**src/rtl/gpio_wb_arbiter.sv**
```systemverilog
// -----------------------------------------------------------------------------
// gpio_wb_arbiter
//
// Two-master Wishbone arbiter in front of a single GPIO slave.
//
// Round-robin selection is applied only when both masters request together.
// A grant is held for the whole bus cycle, for as long as the granted master
// keeps cyc high. At least one IDLE cycle always separates two grants.
//
// A stall watchdog counts the granted master's strobed cycles that receive
// no termination. On the TIMEOUT-th consecutive stalled cycle it does three
// things in that same cycle:
//   - returns a one-cycle err to the granted master,
//   - masks s_stb_o,
//   - restarts the count.
// The grant itself is kept.
//
// Parameters
//   AW       address width of masters and slave
//   TIMEOUT  stalled cycles before a watchdog err (1..255)
//
// Ports
//   wb_clk_i, wb_rst_ni          clock, asynchronous active-low reset
//   mN_cyc/stb/we/adr/dat/sel_i  master N request (N = 0, 1)
//   mN_dat_o, mN_ack_o, mN_err_o master N read data and terminations
//   s_cyc/stb/we/adr/dat/sel_o   request forwarded to the GPIO slave
//   s_dat_i, s_ack_i, s_err_i    GPIO slave read data and terminations
//   gnt_o                        one-hot grant {m1, m0}, 00 when idle
// -----------------------------------------------------------------------------
module gpio_wb_arbiter #(
    parameter int AW      = 4,
    parameter int TIMEOUT = 15
) (
    input  logic          wb_clk_i,
    input  logic          wb_rst_ni,

    input  logic          m0_cyc_i,
    input  logic          m0_stb_i,
    input  logic          m0_we_i,
    input  logic [AW-1:0] m0_adr_i,
    input  logic [31:0]   m0_dat_i,
    input  logic [3:0]    m0_sel_i,
    output logic [31:0]   m0_dat_o,
    output logic          m0_ack_o,
    output logic          m0_err_o,

    input  logic          m1_cyc_i,
    input  logic          m1_stb_i,
    input  logic          m1_we_i,
    input  logic [AW-1:0] m1_adr_i,
    input  logic [31:0]   m1_dat_i,
    input  logic [3:0]    m1_sel_i,
    output logic [31:0]   m1_dat_o,
    output logic          m1_ack_o,
    output logic          m1_err_o,

    output logic          s_cyc_o,
    output logic          s_stb_o,
    output logic          s_we_o,
    output logic [AW-1:0] s_adr_o,
    output logic [31:0]   s_dat_o,
    output logic [3:0]    s_sel_o,
    input  logic [31:0]   s_dat_i,
    input  logic          s_ack_i,
    input  logic          s_err_i,

    output logic [1:0]    gnt_o
);

    // The encoding doubles as the one-hot grant vector.
    typedef enum logic [1:0] {
        IDLE = 2'b00,
        GNT0 = 2'b01,
        GNT1 = 2'b10
    } state_t;

    // The watchdog fires while the count of previously stalled cycles equals
    // TIMEOUT-1, which makes the current cycle the TIMEOUT-th stalled one.
    localparam logic [7:0] TO_LAST = 8'(TIMEOUT - 1);

    state_t     state_q, state_d;
    logic       rr_q, rr_d;     // master preferred on the next tie
    logic [7:0] cnt_q, cnt_d;   // consecutive stalled cycles

    // Master-side signals gathered into arrays indexed by master number.
    logic [1:0]    m_cyc, m_stb, m_we;
    logic [AW-1:0] m_adr [2];
    logic [31:0]   m_wdat [2];
    logic [3:0]    m_sel [2];

    assign m_cyc     = {m1_cyc_i, m0_cyc_i};
    assign m_stb     = {m1_stb_i, m0_stb_i};
    assign m_we      = {m1_we_i,  m0_we_i};
    assign m_adr[0]  = m0_adr_i;
    assign m_adr[1]  = m1_adr_i;
    assign m_wdat[0] = m0_dat_i;
    assign m_wdat[1] = m1_dat_i;
    assign m_sel[0]  = m0_sel_i;
    assign m_sel[1]  = m1_sel_i;

    logic granted;       // a grant is active
    logic gidx;          // index of the granted master
    logic g_cyc, g_stb;  // granted master's cyc and stb, 0 when idle
    logic stalled;
    logic timeout_hit;
    logic ack_fwd, err_fwd;

    assign granted = (state_q != IDLE);
    assign gidx    = (state_q == GNT1);
    assign g_cyc   = granted & m_cyc[gidx];
    assign g_stb   = granted & m_stb[gidx];

    assign stalled     = g_cyc & g_stb & ~s_ack_i & ~s_err_i;
    assign timeout_hit = stalled & (cnt_q == TO_LAST);

    // Terminations only reach a master that still holds cyc. A dropped cyc
    // aborts the beat. Ack wins over err so the two never coincide.
    assign ack_fwd = g_cyc & s_ack_i;
    assign err_fwd = g_cyc & ~s_ack_i & (s_err_i | timeout_hit);

    // Slave side: combinational copy of the granted master, zero when idle.
    assign s_cyc_o = g_cyc;
    assign s_stb_o = g_stb & ~timeout_hit;
    assign s_we_o  = granted & m_we[gidx];
    assign s_adr_o = granted ? m_adr[gidx]  : '0;
    assign s_dat_o = granted ? m_wdat[gidx] : '0;
    assign s_sel_o = granted ? m_sel[gidx]  : '0;

    assign gnt_o = state_q;

    // Master-side return paths.
    logic [1:0]  m_ack, m_err;
    logic [31:0] m_rdat [2];

    for (genvar gi = 0; gi < 2; gi++) begin : g_master
        logic is_gnt;
        assign is_gnt     = granted && (gidx == 1'(gi));
        assign m_ack[gi]  = is_gnt & ack_fwd;
        assign m_err[gi]  = is_gnt & err_fwd;
        assign m_rdat[gi] = is_gnt ? s_dat_i : '0;
    end

    assign m0_ack_o = m_ack[0];
    assign m0_err_o = m_err[0];
    assign m0_dat_o = m_rdat[0];
    assign m1_ack_o = m_ack[1];
    assign m1_err_o = m_err[1];
    assign m1_dat_o = m_rdat[1];

    // Next-state logic.
    always_comb begin
        state_d = state_q;
        rr_d    = rr_q;
        cnt_d   = cnt_q;

        case (state_q)
            IDLE: begin
                // The pointer always moves to the master not being granted.
                if (m_cyc == 2'b11) begin
                    state_d = rr_q ? GNT1 : GNT0;
                    rr_d    = ~rr_q;
                end else if (m_cyc[0]) begin
                    state_d = GNT0;
                    rr_d    = 1'b1;
                end else if (m_cyc[1]) begin
                    state_d = GNT1;
                    rr_d    = 1'b0;
                end
            end
            GNT0, GNT1: begin
                if (!g_cyc) begin
                    state_d = IDLE;
                end
            end
            default: state_d = IDLE;
        endcase

        // Watchdog: clear on idle, on a grant change, on any termination
        // and on its own expiry. Count up only on stalled cycles, so stb
        // gaps hold the count.
        if (!granted || (state_d != state_q) || (g_cyc && (s_ack_i || s_err_i)) || timeout_hit) begin
            cnt_d = '0;
        end else if (stalled) begin
            cnt_d = cnt_q + 8'd1;
        end
    end

    always_ff @(posedge wb_clk_i or negedge wb_rst_ni) begin
        if (!wb_rst_ni) begin
            state_q <= IDLE;
            rr_q    <= 1'b0;
            cnt_q   <= '0;
        end else begin
            state_q <= state_d;
            rr_q    <= rr_d;
            cnt_q   <= cnt_d;
        end
    end

endmodule

```
**config.mk**
```make
export PLATFORM = sky130hd
export DESIGN_NAME = gpio_wb_arbiter
export DESIGN_NICKNAME = d
export VERILOG_FILES = /design/src/rtl/gpio_wb_arbiter.sv
export SDC_FILE = /design/constraint.sdc
export NUM_CORES = 1
export LEC_CHECK = 0
export CORE_AREA = 5 5 89 91
export CTS_BUF_LIST = sky130_fd_sc_hd__clkbuf_16
export DETAILED_ROUTE_END_ITERATION = 6
export DIE_AREA = 0 0 94 96
export PLACE_DENSITY_LB_ADDON = 0.2
export SLEW_MARGIN = 20
export SYNTH_ARGS = -nofsm -noshare
export SYNTH_HDL_FRONTEND = slang
export SYNTH_SLANG_ARGS = --single-unit
```
**constraint.sdc**
```tcl
create_clock -name wb_clk_i -period 4 [get_ports wb_clk_i]
set_input_delay 0.6 -clock wb_clk_i [delete_from_list [all_inputs] [get_ports wb_clk_i]]
set_output_delay 0.6 -clock wb_clk_i [all_outputs]
set_load 0.01 [all_outputs]
```
==> results.json, run 1 <==
{
  "num-nets-final": 601,
  "grt_pass1_wl_um": 13600,
  "tightestPinTransition_ns": 0.862,
  "worst_r2r_startpoint": "gnt_o[0]",
  "fin_crit_ns": 3.51,
  "holdCritStartpoint": "rr_q",
  "synth_area_per_cell_um2": 7.21,
  "power.density_cell_area_nw_per_um2": 507,
  "maxCapViolCount": 0,
  "cts_repair_resize_count": 0,
  "whs_path_depth": 1,
  "synth_enable_flop_cells": 0,
  "drt-pass1-iter-count": 6,
  "critPathLaunchType": "flop",
  "crit_fanout": 15,
  "routed_wirelength_normalized_by_instance_count_um": 16.6,
  "detail_route.wirelength_um": 9500,
  "place.gp.congestion": 0.822,
  "postSynthCellCount": 249,
  "synth_flop_cell": "sky130_fd_sc_hd__dfrtp_1",
  "drt_iter0_drc": 117,
  "clock-skew-final_ns": 0.00119,
  "synth.largest_area_cell": "sky130_fd_sc_hd__mux2i_1",
  "gr-usage-all-layers_pct": 19.1,
  "cp_slowest_cell": "sky130_fd_sc_hd__nor4_1",
  "min_to": "rr_q",
  "final_min_period_over_clock_period_pct": 87.7,
  "route.vias.total": 2590,
  "antenna_cells_inserted": 0,
  "grt_overflow": 0,
  "seq_cells_post_synth": 11,
  "cts_tree": "yes",
  "number_of_levels_in_the_clock_h_tree": 1,
  "placed_cell_area_um2": 4220,
  "timing.critical_path.slowest_cell_delay_ns": 0.67,
  "die_y_um": 96,
  "dpl.hpwl_um": 8080,
  "worstPathRequired_ns": 3.40,
  "post_synth_num_cell_types": 32,
  "worst_path_top_cell_family_by_delay": "simple AND/OR/NAND/NOR gates",
  "netlist_top_cells_area": "sky130_fd_sc_hd__mux2i_1, sky130_fd_sc_hd__and2_1, sky130_fd_sc_hd__dfrtp_1, sky130_fd_sc_hd__nor2_1, sky130_fd_sc_hd__ha_1",
  "pin_count": 235,
  "combPwrFrac_pct": 85.3,
  "numClockSinks": 11,
  "synth_top_area_share_pct": 24.0,
  "cts_root_buf": "sky130_fd_sc_hd__clkbuf_16",
  "setup_cp_type": "reg2out",
  "portBuffers": 234,
  "floorplan.die_area_um2": 9020,
  "worstSkewPairLatency_ns": 0.24,
  "initial_antenna_violation_count": 0,
  "layout.cell_area.non_filler_um2": 4290,
  "p_switching_w": 0.000901,
  "max_freq_ghz": 0.285,
  "cts-buffers-inserted": 3,
  "timing.reg2reg.setup_slack_ns": 1.21,
  "cp-end-kind": "output port",
  "p_leak_nw": 1.64,
  "grt_pass1_vias": 2482,
  "synthesis.area_um2": 1800,
  "power_frac_seq_pct": 6.6,
  "holdBufCountCts": 0,
  "timing.max_slew.rel_slack_pct": 42.6,
  "initial_standard_cell_utilization_of_the_core_pct": 25.4,
  "critPathBufInv": 2,
  "preCtsSetupSlack_ns": 0.717,
  "critPathArrivalTime_ns": 2.91,
  "timing.final.setup_violations": 0,
  "slew_violations": 0,
  "unrepaired_setup_endpoints_after_global_routing": "no",
  "filler_cell_count": 653,
  "tns_ns": 0,
  "worst_r2r_path_depth": 6,
  "async_flop_share_pct": 100,
  "synth-seq-area-share_pct": 15.3,
  "final_hold_viol_count": 0,
  "timing.critical_path.cells": "inv_1 -> ha_2 -> mux2i_1 -> nor4_1 -> a31oi_1 -> clkdlybuf4s50_1",
  "internal-power_w": 0.00127,
  "die_w_um": 94,
  "regToRegEndpoint": "cnt_q[7]",
  "count_of_buffers_added_by_post_cts_timing_repair_for_setup": 0,
  "largest_net_degree_at_the_start_of_global_routing": 41,
  "min_path_type": "reg2reg",
  "postSynthNetCount": 377,
  "area_delta_synth_final_pct": 139,
  "core-area_um2": 7060,
  "rows": 31,
  "power_frac_clock_pct": 8.2,
  "whs_ns": 0.487,
  "vdd_ir_drop_max_uv": 258,
  "fin_ws_ns": 0.490,
  "switching_part_of_the_total_power_pct": 41.4,
  "drc": 0,
  "layout-drive-gt1-share_pct": 1.91,
  "synth-warning-count": 0,
  "clkTransAtPathRegs_ns": 0.04,
  "run_status": "finished, final reports clean",
  "final_antenna_net_count": 0,
  "ctsLongestPathBuffers": 2,
  "vias_per_cell": 4.54
}
[cells in the mapped netlist (2+ instances only)]
master and instances:
sky130_fd_sc_hd__ha_1 6, sky130_fd_sc_hd__and3_1 4, sky130_fd_sc_hd__a31oi_1 2, sky130_fd_sc_hd__nor2_1 50
sky130_fd_sc_hd__dfrtp_1 11, sky130_fd_sc_hd__and2_1 65, sky130_fd_sc_hd__a21oi_1 6, sky130_fd_sc_hd__buf_2 2
sky130_fd_sc_hd__a32oi_1 2, sky130_fd_sc_hd__nand2_1 4, sky130_fd_sc_hd__nand2b_1 2, sky130_fd_sc_hd__clkbuf_1 7
sky130_fd_sc_hd__mux2i_1 43, sky130_fd_sc_hd__or4_1 4, sky130_fd_sc_hd__o21ai_0 4, sky130_fd_sc_hd__nand3_1 4
sky130_fd_sc_hd__buf_1 8, sky130_fd_sc_hd__inv_1 6, sky130_fd_sc_hd__or3_1 4, sky130_fd_sc_hd__o31ai_1 3
[layout by cell type (no fill, tap or decap), drive strengths merged]
cell type / count
dfrtp: 11
nand2b: 2
and2: 65
o21ai: 4
clkdlybuf4s50: 234
nor4: 1
o31ai: 3
a41oi: 1
a31oi: 2
or4: 4
nand2: 4
xnor2: 1
mux2i: 43
xor2: 1
clkbuf: 3
a211oi: 1
inv: 7
a311oi: 1
and3: 4
mux2: 1
nor4b: 1
and3b: 1
ha: 6
or3: 4
nand3: 4
a32oi: 2
o211ai: 1
a21oi: 6
o32ai: 1
nor2: 50
buf: 3
[layer usage]
metal | GRT usage [%] | vias to the layer above | part of all wire (%) | wire length (µm)
met4 | 3.73 | 0 | 1.6 | 155
li1 | - | 1290 | - | -
met1 | 21.6 | 1170 | 37 | 3490
met3 | 6.25 | 14 | 9.3 | 887
met5 | 0 | - | 0 | 0
met2 | 35.2 | 116 | 52 | 4970
[state kept, by name, indices dropped and copies added, names as in the netlist]
signal and count:
gnt_o 2, rr_q 1, cnt_q 8
[logic make-up (layout without fill, tap and decap cells)]
kind of cell / after synthesis / after routing / synth area share, %
xor gates and xnor gates: 2 / 2 / 0.976
buffers and inverters: 24 / 247 / 5.37
DFF: 11 / 11 / 15.3
adders and majority gates: 6 / 6 / 4.18
muxes: 44 / 44 / 24.6
and+or+nand+nor: 140 / 140 / 41.5
AOI/OAI and AO/OA: 22 / 22 / 8.01
[stage by stage]
| stage | power (W) | util, % | instances |
|---|---|---|---|
| after floorplan | 0.000997 | - | 249 |
| after global placement | 0.00201 | 59.7 | 567 |
| after detailed placement | 0.00202 | 59.7 | 567 |
| after CTS | 0.00221 | 60.8 | 571 |
| after global routing | 0.00233 | 60.8 | 571 |
| final | 0.00218 | 60.8 | 571 |
[worst register-to-register path: stages, from the launching register on]
cell,delay [ns]
sky130_fd_sc_hd__dfrtp_1,0.43
sky130_fd_sc_hd__inv_1,0.13
sky130_fd_sc_hd__ha_2,0.48
sky130_fd_sc_hd__mux2i_1,0.28
sky130_fd_sc_hd__or4_1,0.69
sky130_fd_sc_hd__or4_1,0.55
sky130_fd_sc_hd__a21oi_1,0.15
[how the worst max path moves through the flow]
stage,startpoint,end,slack (ns),depth (start not counted)
final,gnt_o[0],s_stb_o,0.49,6
after global routing,gnt_o[0],s_stb_o,0.21,6
after CTS,gnt_o[0],s_stb_o,0.46,6
after detailed placement,m0_cyc_i,s_stb_o,0.72,5
after global placement,m0_cyc_i,s_stb_o,0.76,5
after floorplan,gnt_o[0],s_stb_o,1.50,6
[power groups by stage]
stage          Sequential, W  Combinational (W)  Clock (W)
3_3_place_gp        0.000143            0.00187          0
4_1_cts             0.000143            0.00188   0.000183
2_1_floorplan       0.000145           0.000852          0
6_report            0.000143            0.00185   0.000178
3_5_place_dp        0.000145            0.00188          0
5_1_grt             0.000146            0.00200   0.000188
[final cells by class]
cell class                      count  area [µm²]  area share [%]
Multi-Input combinational cell    214        1430            33.3
Clock buffer                        3        75.1            1.75
Timing Repair Buffer              237        2360            55.1
Tap cell                           99         124            2.88
Inverter                            6        22.5           0.524
Sequential cell                    11         275            6.41
Clock inverter                      1        3.75          0.0874
No activity file was read; power rests on OpenSTA's default activity.
==> inputs of run 2 (changes only) <==
--- a/config.mk
+++ b/config.mk
@@ -14,3 +14,4 @@
 export SYNTH_ARGS = -nofsm -noshare
 export SYNTH_HDL_FRONTEND = slang
 export SYNTH_SLANG_ARGS = --single-unit
+export TNS_END_PERCENT = 10
==> results of run 2 <==
The final DEF is identical to that of run 1; final timing and power are the same.
